==> config.mk <==
export PLATFORM = sky130hd
export DESIGN_NAME = xif_coproc_responder
export DESIGN_NICKNAME = d
export VERILOG_FILES = /design/src/rtl/xif_coproc_pkg.sv /design/src/rtl/xif_coproc_alu.sv /design/src/rtl/xif_coproc_responder.sv
export SDC_FILE = /design/constraint.sdc
export NUM_CORES = 1
export LEC_CHECK = 0
export CAP_MARGIN = 20
export CORE_MARGIN = 1.5
export CORE_UTILIZATION = 56
export CTS_BUF_LIST = sky130_fd_sc_hd__clkbuf_4 sky130_fd_sc_hd__clkbuf_8
export CTS_CLUSTER_DIAMETER = 80
export CTS_CLUSTER_SIZE = 25
export DETAILED_ROUTE_END_ITERATION = 10
export PLACE_DENSITY_LB_ADDON = 0.3
export SYNTH_ARGS = -nofsm -noshare
export SYNTH_HDL_FRONTEND = slang
export SYNTH_SLANG_ARGS = --single-unit
export TNS_END_PERCENT = 30
==> constraint.sdc <==
create_clock -name clk_i -period 8.4 [get_ports clk_i]
set_input_delay 1.68 -clock clk_i [delete_from_list [all_inputs] [get_ports clk_i]]
set_output_delay 1.68 -clock clk_i [all_outputs]
set_load 0.05 [all_outputs]
==> src/rtl/xif_coproc_pkg.sv <==
`default_nettype none
// ============================================================================
// Module   : xif_coproc_pkg
// Purpose  : Shared types and constants for the CORE-V-XIF coprocessor
//            responder (state encoding, op selectors, captured op record).
// Revision : 1.0 - initial release
// ============================================================================
package xif_coproc_pkg;

  // Storage widths of the captured op record; the top truncates to its
  // own parameter widths on the way out.
  localparam int C_RFR_WIDTH    = 32;
  localparam int C_ID_MAX_WIDTH = 32;

  // funct3 selectors of the supported custom-0 operations
  localparam logic [2:0] C_OP_ADD    = 3'b000;
  localparam logic [2:0] C_OP_XOR    = 3'b001;
  localparam logic [2:0] C_OP_POPCNT = 3'b010;
  localparam logic [2:0] C_OP_ACC    = 3'b011;

  typedef enum logic [1:0] {
    ST_IDLE        = 2'd0,
    ST_WAIT_COMMIT = 2'd1,
    ST_EXEC        = 2'd2,
    ST_RESULT      = 2'd3
  } xif_coproc_state_e;

  typedef struct packed {
    logic [2:0]                funct3;
    logic [4:0]                rd;
    logic [C_ID_MAX_WIDTH-1:0] id;
    logic [C_RFR_WIDTH-1:0]    rs1;
    logic [C_RFR_WIDTH-1:0]    rs2;
  } xif_coproc_op_t;

  // Only funct3 values 000..011 are implemented.
  function automatic logic op_supported(input logic [2:0] funct3);
    return (funct3[2] == 1'b0);
  endfunction

endpackage
`default_nettype wire

==> src/rtl/xif_coproc_alu.sv <==
`default_nettype none
// ============================================================================
// Module   : xif_coproc_alu
// Purpose  : Combinational evaluation of the custom-0 operations.
// Revision : 1.0 - initial release
// ============================================================================
module xif_coproc_alu
  import xif_coproc_pkg::*;
(
  input  logic [2:0]             funct3_i,
  input  logic [C_RFR_WIDTH-1:0] rs1_i,
  input  logic [C_RFR_WIDTH-1:0] rs2_i,
  input  logic [C_RFR_WIDTH-1:0] acc_i,
  output logic [C_RFR_WIDTH-1:0] result_o
);

  logic [C_RFR_WIDTH-1:0] w_popcnt;

  // Population count of rs1, zero-extended to the register width
  always_comb begin
    w_popcnt = '0;
    for (int i = 0; i < C_RFR_WIDTH; i++) begin
      w_popcnt = w_popcnt + C_RFR_WIDTH'(rs1_i[i]);
    end
  end

  // Operation select; ACC returns the would-be new accumulator value
  always_comb begin
    result_o = '0;
    case (funct3_i)
      C_OP_ADD:    result_o = rs1_i + rs2_i;
      C_OP_XOR:    result_o = rs1_i ^ rs2_i;
      C_OP_POPCNT: result_o = w_popcnt;
      C_OP_ACC:    result_o = acc_i + rs1_i;
      default:     result_o = '0;
    endcase
  end

endmodule
`default_nettype wire

==> src/rtl/xif_coproc_responder.sv <==
`default_nettype none
// ============================================================================
// Module   : xif_coproc_responder
// Purpose  : CORE-V-XIF coprocessor responder. Accepts one custom-0
//            instruction at a time, waits for its commit, executes for a
//            fixed latency and returns the writeback result.
// Revision : 1.0 - initial release
// ============================================================================
module xif_coproc_responder
  import xif_coproc_pkg::*;
#(
  parameter int         X_ID_WIDTH   = 4,
  parameter int         X_RFR_WIDTH  = 32,
  parameter int         EXEC_LATENCY = 2,
  parameter logic [6:0] OPCODE       = 7'b0001011
) (
  input  logic                     clk_i,
  input  logic                     rst_ni,
  input  logic                     issue_valid_i,
  output logic                     issue_ready_o,
  input  logic [31:0]              issue_instr_i,
  input  logic [X_ID_WIDTH-1:0]    issue_id_i,
  input  logic [2*X_RFR_WIDTH-1:0] issue_rs_i,
  input  logic [1:0]               issue_rs_valid_i,
  output logic                     issue_accept_o,
  output logic                     issue_writeback_o,
  input  logic                     commit_valid_i,
  input  logic [X_ID_WIDTH-1:0]    commit_id_i,
  input  logic                     commit_kill_i,
  output logic                     result_valid_o,
  input  logic                     result_ready_i,
  output logic [X_ID_WIDTH-1:0]    result_id_o,
  output logic [X_RFR_WIDTH-1:0]   result_data_o,
  output logic [4:0]               result_rd_o,
  output logic                     result_we_o,
  output logic                     busy_o
);

  // Remaining execute cycles after the commit cycle itself
  localparam logic [3:0] C_LAT_M1 = 4'(EXEC_LATENCY - 1);

  xif_coproc_state_e      state_q, state_d;
  xif_coproc_op_t         op_q, op_d;
  logic [3:0]             cnt_q, cnt_d;
  logic [C_RFR_WIDTH-1:0] acc_q, acc_d;
  logic [C_RFR_WIDTH-1:0] result_q, result_d;

  xif_coproc_op_t         w_new_op;
  xif_coproc_op_t         w_exec_op;
  logic                   w_match;
  logic                   w_issue_ready;
  logic                   w_accept_hs;
  logic [X_ID_WIDTH-1:0]  w_commit_ref_id;
  logic                   w_commit_hit;
  logic [C_RFR_WIDTH-1:0] w_alu_result;
  logic                   w_go;
  logic                   w_finish;
  logic                   w_in_result;
  logic                   unused_ok;

  // Decode and issue handshake; outputs held low while in reset
  always_comb begin
    w_match = rst_ni && (issue_instr_i[6:0] == OPCODE) &&
              (issue_instr_i[31:25] == 7'd0) && op_supported(issue_instr_i[14:12]);
    w_issue_ready = rst_ni && (state_q == ST_IDLE) &&
                    (!w_match || (issue_rs_valid_i == 2'b11));
    w_accept_hs = issue_valid_i && w_issue_ready && w_match;

    w_new_op.funct3 = issue_instr_i[14:12];
    w_new_op.rd     = issue_instr_i[11:7];
    w_new_op.id     = C_ID_MAX_WIDTH'(issue_id_i);
    w_new_op.rs1    = C_RFR_WIDTH'(issue_rs_i[X_RFR_WIDTH-1:0]);
    w_new_op.rs2    = C_RFR_WIDTH'(issue_rs_i[2*X_RFR_WIDTH-1:X_RFR_WIDTH]);

    // In IDLE the op is still on the issue bus (same-cycle commit case)
    w_exec_op       = (state_q == ST_IDLE) ? w_new_op : op_q;
    w_commit_ref_id = (state_q == ST_IDLE) ? issue_id_i : op_q.id[X_ID_WIDTH-1:0];
    w_commit_hit    = commit_valid_i && (commit_id_i == w_commit_ref_id);
  end

  xif_coproc_alu u_alu (
    .funct3_i (w_exec_op.funct3),
    .rs1_i    (w_exec_op.rs1),
    .rs2_i    (w_exec_op.rs2),
    .acc_i    (acc_q),
    .result_o (w_alu_result)
  );

  // Next-state logic: the commit cycle counts as the first execute cycle,
  // so completion lands the result exactly EXEC_LATENCY cycles later
  always_comb begin
    state_d  = state_q;
    op_d     = op_q;
    cnt_d    = cnt_q;
    acc_d    = acc_q;
    result_d = result_q;
    w_go     = 1'b0;
    w_finish = 1'b0;

    case (state_q)
      ST_IDLE: begin
        if (w_accept_hs) begin
          op_d = w_new_op;
          if (w_commit_hit) begin
            w_go = !commit_kill_i;
          end else begin
            state_d = ST_WAIT_COMMIT;
          end
        end
      end
      ST_WAIT_COMMIT: begin
        if (w_commit_hit) begin
          if (commit_kill_i) begin
            state_d = ST_IDLE;
          end else begin
            w_go = 1'b1;
          end
        end
      end
      ST_EXEC: begin
        cnt_d = cnt_q - 4'd1;
        if (cnt_d == 4'd0) begin
          w_finish = 1'b1;
        end
      end
      ST_RESULT: begin
        if (result_ready_i) begin
          state_d = ST_IDLE;
        end
      end
      default: state_d = ST_IDLE;
    endcase

    if (w_go) begin
      state_d = ST_EXEC;
      cnt_d   = C_LAT_M1;
      if (C_LAT_M1 == 4'd0) begin
        w_finish = 1'b1;
      end
    end

    if (w_finish) begin
      state_d  = ST_RESULT;
      result_d = w_alu_result;
      if (w_exec_op.funct3 == C_OP_ACC) begin
        acc_d = w_alu_result;
      end
    end
  end

  // State and datapath registers with synchronous active-low reset
  always_ff @(posedge clk_i) begin
    if (!rst_ni) begin
      state_q  <= ST_IDLE;
      op_q     <= '0;
      cnt_q    <= '0;
      acc_q    <= '0;
      result_q <= '0;
    end else begin
      state_q  <= state_d;
      op_q     <= op_d;
      cnt_q    <= cnt_d;
      acc_q    <= acc_d;
      result_q <= result_d;
    end
  end

  assign w_in_result       = (state_q == ST_RESULT);
  assign issue_ready_o     = w_issue_ready;
  assign issue_accept_o    = w_match;
  assign issue_writeback_o = w_match;
  assign result_valid_o    = w_in_result;
  assign result_we_o       = w_in_result;
  assign result_id_o       = w_in_result ? op_q.id[X_ID_WIDTH-1:0] : '0;
  assign result_rd_o       = w_in_result ? op_q.rd : '0;
  assign result_data_o     = w_in_result ? X_RFR_WIDTH'(result_q) : '0;
  assign busy_o            = (state_q != ST_IDLE);

  // Register-specifier fields and spare record bits are not needed here
  assign unused_ok = ^{issue_instr_i[24:15], op_q, w_exec_op};

endmodule
`default_nettype wire

; ---- After elaboration in Yosys (flattened, before gate mapping)
; Index checks and enable logic that the tools add are counted.
[classes]
n_addsub = 34
eq_ne = 14
muxes = 23
bitwise_logic = 3
n_reduce_logical = 22
[ops]
columns = op, count
row1 = $add 32x1->32, 30
row2 = $pmux 32 s4, 1
row3 = $mux 104, 1
row4 = $add 32x32->32, 2
row5 = $mux 32, 1
row6 = $xor 32x32->32, 1
row7 = $ne 4x4->1 const B, 5
row8 = $mux 2, 7
row9 = $logic_and 1x1->1, 8
row10 = $mux 1, 8
row11 = $mux 4, 2
row12 = $eq 7x4->1 const B, 1
row13 = $logic_not 7->1, 1
row14 = $eq 2x2->1 const B, 3
row15 = $eq 3x2->1 const B, 2
row16 = $pmux 2 s3, 1
row17 = $reduce_and 6->1, 1
row18 = $mux 5, 1
row19 = $reduce_bool 5->1, 1
row20 = $eq 4x4->1, 1
row21 = $logic_not 4->1, 1
row22 = $reduce_and 2->1, 2
row23 = $reduce_bool 2->1, 2
row24 = $sub 4x1->4 const B, 1
row25 = other kinds (10), 12
[word_totals]
regBits = 146
inputBits = 112
out_inout_bits = 47
word_cells = 106

; ---- Longest topological paths before layout
; Gate-level depths: netlist of run 1.
[depth]
word_depth = 34
depth_mapped = 26
depth_no_buf = 22

; ---- Hierarchy
; From an unflattened synthesis of run 1, not the netlist that was laid out.
[hier_totals]
cells_unflattened = 1322
area_unflattened_um2 = 10705.3
[modules_own_cells]
columns = module, n_inst, cells_per_inst, area_per_inst_um2, seq_area_each_um2
row1 = xif_coproc_responder, 1, 820, 6965.4, 2922.8
row2 = xif_coproc_alu, 1, 502, 3739.8, 0.0

; ---- Least setup slack after synthesis of run 1
; Ideal clock, no wire load.
[synth_timing]
path_kind = input to register
from = input issue_rs_i[1]
to = register result_q[4]
setup_time_ns = 0.071
arrival_time_ns = 6.813
path_slack_ns = 1.516
cell_stages = 19
n_path_buf = 0
cell_sequence = mux2_2 > ha_1 > fa_1 > inv_1 > fa_1 > fa_1 > fa_1 > fa_1 > fa_1 > fa_1 > fa_1 > inv_1 > a21o_1 > a21oi_1 > xnor2_1 > a22oi_1 > a21oi_1 > nand2_1 > a21oi_1
[synth_between]
elab_chain_cells = 33
word_cells_on_any_way = 35
classes_between = add/sub (33) / mux (2)
[synth_lines]
columns = element, line
row1 = "start, declared", xif_coproc_responder.sv:23  ; input logic [2*X_RFR_WIDTH-1:0] issue_rs_i,
row2 = $mux 104 (*), xif_coproc_responder.sv:76  ; w_exec_op = (state_q == ST_IDLE) ? w_new_op : op_q;
row3 = $add 1x1->2, xif_coproc_alu.sv:23  ; w_popcnt = w_popcnt + C_RFR_WIDTH'(rs1_i[i]);
row4 = $add 32x1->32 (30 in a row), xif_coproc_alu.sv:23
row5 = $pmux 32 s4 (*), xif_coproc_alu.sv:30  ; case (funct3_i)
row6 = "end signal, assigned", xif_coproc_responder.sv:164  ; result_q <= result_d;
row7 = "end, declared", xif_coproc_responder.sv:46  ; logic [C_RFR_WIDTH-1:0] result_q, result_d;
; Mark *: on every way between the ends. The rest lies on a longest branch, timed or not.
; A chain may end at the register's enable or synchronous reset.

; ---- Worst setup path after layout of run 1
[layout_timing]
from = input issue_rs_i[1]
to = register acc_q[3]
[layout_between]
elab_chain_cells = 33
word_cells_on_any_way = 35
classes_between = add/sub (33) / mux (2)
[layout_lines]
columns = element, line
row1 = $mux 104 (*), xif_coproc_responder.sv:76
row2 = $add 1x1->2, xif_coproc_alu.sv:23
row3 = $add 32x1->32 (30 in a row), xif_coproc_alu.sv:23
row4 = $pmux 32 s4 (*), xif_coproc_alu.sv:30
row5 = "end signal, assigned", xif_coproc_responder.sv:157  ; acc_q <= '0;
row6 = "end signal, assigned", xif_coproc_responder.sv:163  ; acc_q <= acc_d;
row7 = "end, declared", xif_coproc_responder.sv:45  ; logic [C_RFR_WIDTH-1:0] acc_q, acc_d;
; Marked as above.

==> results of run 1 <==
-- state kept, by name, summed over array words and instances, names as in the netlist --
name / cells
op_q: 76
result_q: 32
acc_q: 32
cnt_q: 4
state_q: 2
-- final cells by class --
| type | count | area share, % |
|---|---|---|
| timing repair buffer | 162 | 13.3 |
| clock inverter | 15 | 1.73 |
| clock buffer | 17 | 1.96 |
| multi-input combinational | 1004 | 54.4 |
| sequential | 146 | 24.4 |
| inverter | 60 | 1.89 |
| tap | 225 | 2.35 |
-- per-layer routing --
metal / routed length (um) / track usage [%] / vias up / part of all wire (%)
met5: 0 / 0 / - / 0
met4: 1360 / 16.8 / 0 / 4.7
met3: 1390 / 5.48 / 74 / 4.8
met2: 14700 / 54.3 / 291 / 50
met1: 11800 / 38.0 / 4566 / 40
li1: - / - / 4679 / -
-- worst max-delay path by stage --
stage                     slack, ns          end
after global placement         0.78  result_q[4]
after CTS                      1.16     acc_q[3]
after floorplan                1.52  result_q[4]
after global routing           0.89  result_q[3]
final                          1.12     acc_q[3]
after detailed placement       0.69  result_q[4]
-- where the power goes --
group	switching [W]	total (W)	internal, W
combinational	0.000513	0.000888	0.000376
clock	0.000298	0.000624	0.000326
sequential	0.000000000213	0.000691	0.000691
total	0.000811	0.00220	0.00139
-- metrics by stage --
stage               total power [W]  instance area (um^2)
floorplan                   0.00130                 10100
global placement            0.00153                 11500
detailed placement          0.00156                 11500
CTS                         0.00219                 12000
global route                0.00231                 12000
finish                      0.00220                 12000
-- placed cells by master (no fill, tap or decap), types with 14 or more instances in the layout --
cell             synthesis  layout
xnor2_1                 25      25
inv_1                   58      58
nand3_1                 26      26
a21o_1                  17      17
dfxtp_1                146     146
o21ai_0                 48      48
fa_1                    25      25
and3_1                  50      50
nor3_1                  18      18
nand2_1                227     226
clkdlybuf4s50_1          0     148
xor2_1                  36      36
clkbuf_8                 5      17
a21oi_1                203     203
ha_1                    41      41
buf_4                    5      14
mux2i_1                 63      63
nor2_1                  73      71
-- worst max-delay path: stages --
cell	delay, ns
clkdlybuf4s50_1	0.43
mux2_2	0.36
ha_1	0.33
fa_1	0.48
inv_1	0.06
fa_1	0.41
inv_1	0.09
fa_1	0.45
fa_1	0.52
fa_1	0.54
inv_1	0.05
fa_1	0.62
inv_1	0.06
ha_1	0.29
nor2b_1	0.13
o21ai_0	0.16
nand2b_1	0.12
xor2_1	0.28
a22oi_1	0.14
a21oi_1	0.27
nand2_1	0.08
a21oi_1	0.14
-- cell families (layout without fill, tap and decap cells) --
family | after synthesis | after routing | share of synthesized area (%)
simple gates | 448 | 448 | 20.3
xor+xnor | 61 | 61 | 5.31
flops | 146 | 146 | 29.1
compound gates | 355 | 355 | 21.4
fa+ha+maj | 66 | 66 | 10.1
buf+inv | 148 | 254 | 6.34
mux | 74 | 74 | 7.51
==> results.sh, run 1 <==
export IMPL_status="completed"
export IMPL_setup_ws_ns=1.12
export IMPL_cts_resized=0
export IMPL_async_flop_share_pct=0
export IMPL_synth_top_cells_by_area="dfxtp_1, a21oi_1, nand2_1"
export IMPL_post_dp_hpwl_um=21100
export IMPL_slew_viol_final=0
export IMPL_fp_dieH_um=137
export IMPL_p_leak_nw=5.19
export IMPL_start_util_pct=57.7
export IMPL_syn_inst=1298
export IMPL_post_route_util_pct=68.7
export IMPL_critPathLaunchType="input pin"
export IMPL_multi_input_area_um2=6510
export IMPL_netlist_top_cells_count="nand2_1, a21oi_1, dfxtp_1, nor2_1, mux2i_1"
export IMPL_antenna_found_initial=0
export IMPL_synth_top_cell_area_share_pct=29.1
export IMPL_hold_ws_ns=0.452
export IMPL_nets=1569
export IMPL_wire_per_inst_um=18.0
export IMPL_ys_warn_count=0
export IMPL_syn_area_um2=10100
export IMPL_ant_nets=0
export IMPL_powerDensity_nw_per_um2=184
export IMPL_drive_above_1_share_pct=6.20
export IMPL_synth_top_area_cell="dfxtp_1"
export IMPL_clk_insertion_delay_late_ns=0.48
export IMPL_yosysMostFrequentCell="nand2_1"
export IMPL_reg2reg_to="acc_q[3]"
export IMPL_ioPinCount=159
export IMPL_regToRegSetupSlack_ns=1.69
export IMPL_ys_ff_latch=146
export IMPL_fillers=1513
export IMPL_dp_cells=1597
export IMPL_cts_setup_buffers=0
export IMPL_synth_distinct_cells=77
export IMPL_critPathLaunch="issue_rs_i[1]"
export IMPL_whs_path_depth=2
export IMPL_cts_buffers_inserted=17
export IMPL_worstPathRequired_ns=8.81
export IMPL_min_from="result_q[8]"
export IMPL_max_slew_margin_pct=28.9
export IMPL_crit_type="in2reg"
export IMPL_wl_um=29200
export IMPL_register_area_um2=2920
export IMPL_dp_slack_ns=0.686
export IMPL_rows=48
export IMPL_grt_overflow_total=0
export IMPL_cts_tree="built"
export IMPL_clockBufferDepth=2
export IMPL_syn_avg_cell_area_um2=7.74
export IMPL_final_hold_viol_count=0
export IMPL_first_pass_iters=7
export IMPL_min_period_over_period_pct=86.7
export IMPL_end_kind="flip-flop"
export IMPL_reg2reg_from="state_q[1]"
export IMPL_vdd_ir_drop_max_v=0.000253
export IMPL_core_um2=17400
export IMPL_grt_usage_pct=31.8
export IMPL_skew_ns=0.0102
export IMPL_via_per_inst=5.90
export IMPL_antenna_cells=0
export IMPL_ys_seq_area_share_pct=29.1
export IMPL_clk_pin_slew_ns=0.09
export IMPL_synth_edff_count=0
export IMPL_dieArea_um2=18800
export IMPL_tightest_slew_ns=1.07
export IMPL_setup_viol=0
export IMPL_grt_pass1_vias=9235
export IMPL_grt_pass1_wl_um=46300
export IMPL_setup_tns_ns=0
export IMPL_whs_endpoint="result_q[8]"
export IMPL_worstRegToRegCells=23
export IMPL_area_growth_synth_to_final_pct=19.0
export IMPL_syn_nets=1476
export IMPL_fin_cells=1629
export IMPL_hp_class="reg2reg"
export IMPL_rsz0062_at_grt="false"
export IMPL_io_buffers=148
export IMPL_die_w_um=137
export IMPL_synth_top_flop_cell="dfxtp_1"
export IMPL_min_period_ns=7.28
export IMPL_drt_iter0_markers=584
export IMPL_root_buffer="clkbuf_8"
export IMPL_place_congestion=0.935
export IMPL_maxCapViolCount=0
export IMPL_dr_total_vias=9610
export IMPL_cp_max_fo=4
export IMPL_critPathArrivalTime_ns=7.69
export IMPL_grt_max_degree=84
export IMPL_max_freq_ghz=0.137
export IMPL_clock_sinks=146
export IMPL_cts_hold_buf=0
export IMPL_htree_levels=4
export IMPL_drc=0
(Power assumes the default switching activity.)
==> run 2: changes to the inputs <==
--- a/config.mk
+++ b/config.mk
@@ -13,6 +13,7 @@
 export CTS_CLUSTER_SIZE = 25
 export DETAILED_ROUTE_END_ITERATION = 10
 export PLACE_DENSITY_LB_ADDON = 0.3
+export SKIP_LAST_GASP = 1
 export SYNTH_ARGS = -nofsm -noshare
 export SYNTH_HDL_FRONTEND = slang
 export SYNTH_SLANG_ARGS = --single-unit
==> results of run 2 <==
The final DEF is identical to that of run 1; final timing and power are the same.
==> run 3: changes to the inputs <==
--- a/config.mk
+++ b/config.mk
@@ -14,6 +14,7 @@
 export DETAILED_ROUTE_END_ITERATION = 10
 export PLACE_DENSITY_LB_ADDON = 0.3
 export SKIP_LAST_GASP = 1
+export SLEW_MARGIN = 20
 export SYNTH_ARGS = -nofsm -noshare
 export SYNTH_HDL_FRONTEND = slang
 export SYNTH_SLANG_ARGS = --single-unit
==> results of run 3 <==
The final DEF is identical to that of run 1; final timing and power are the same.
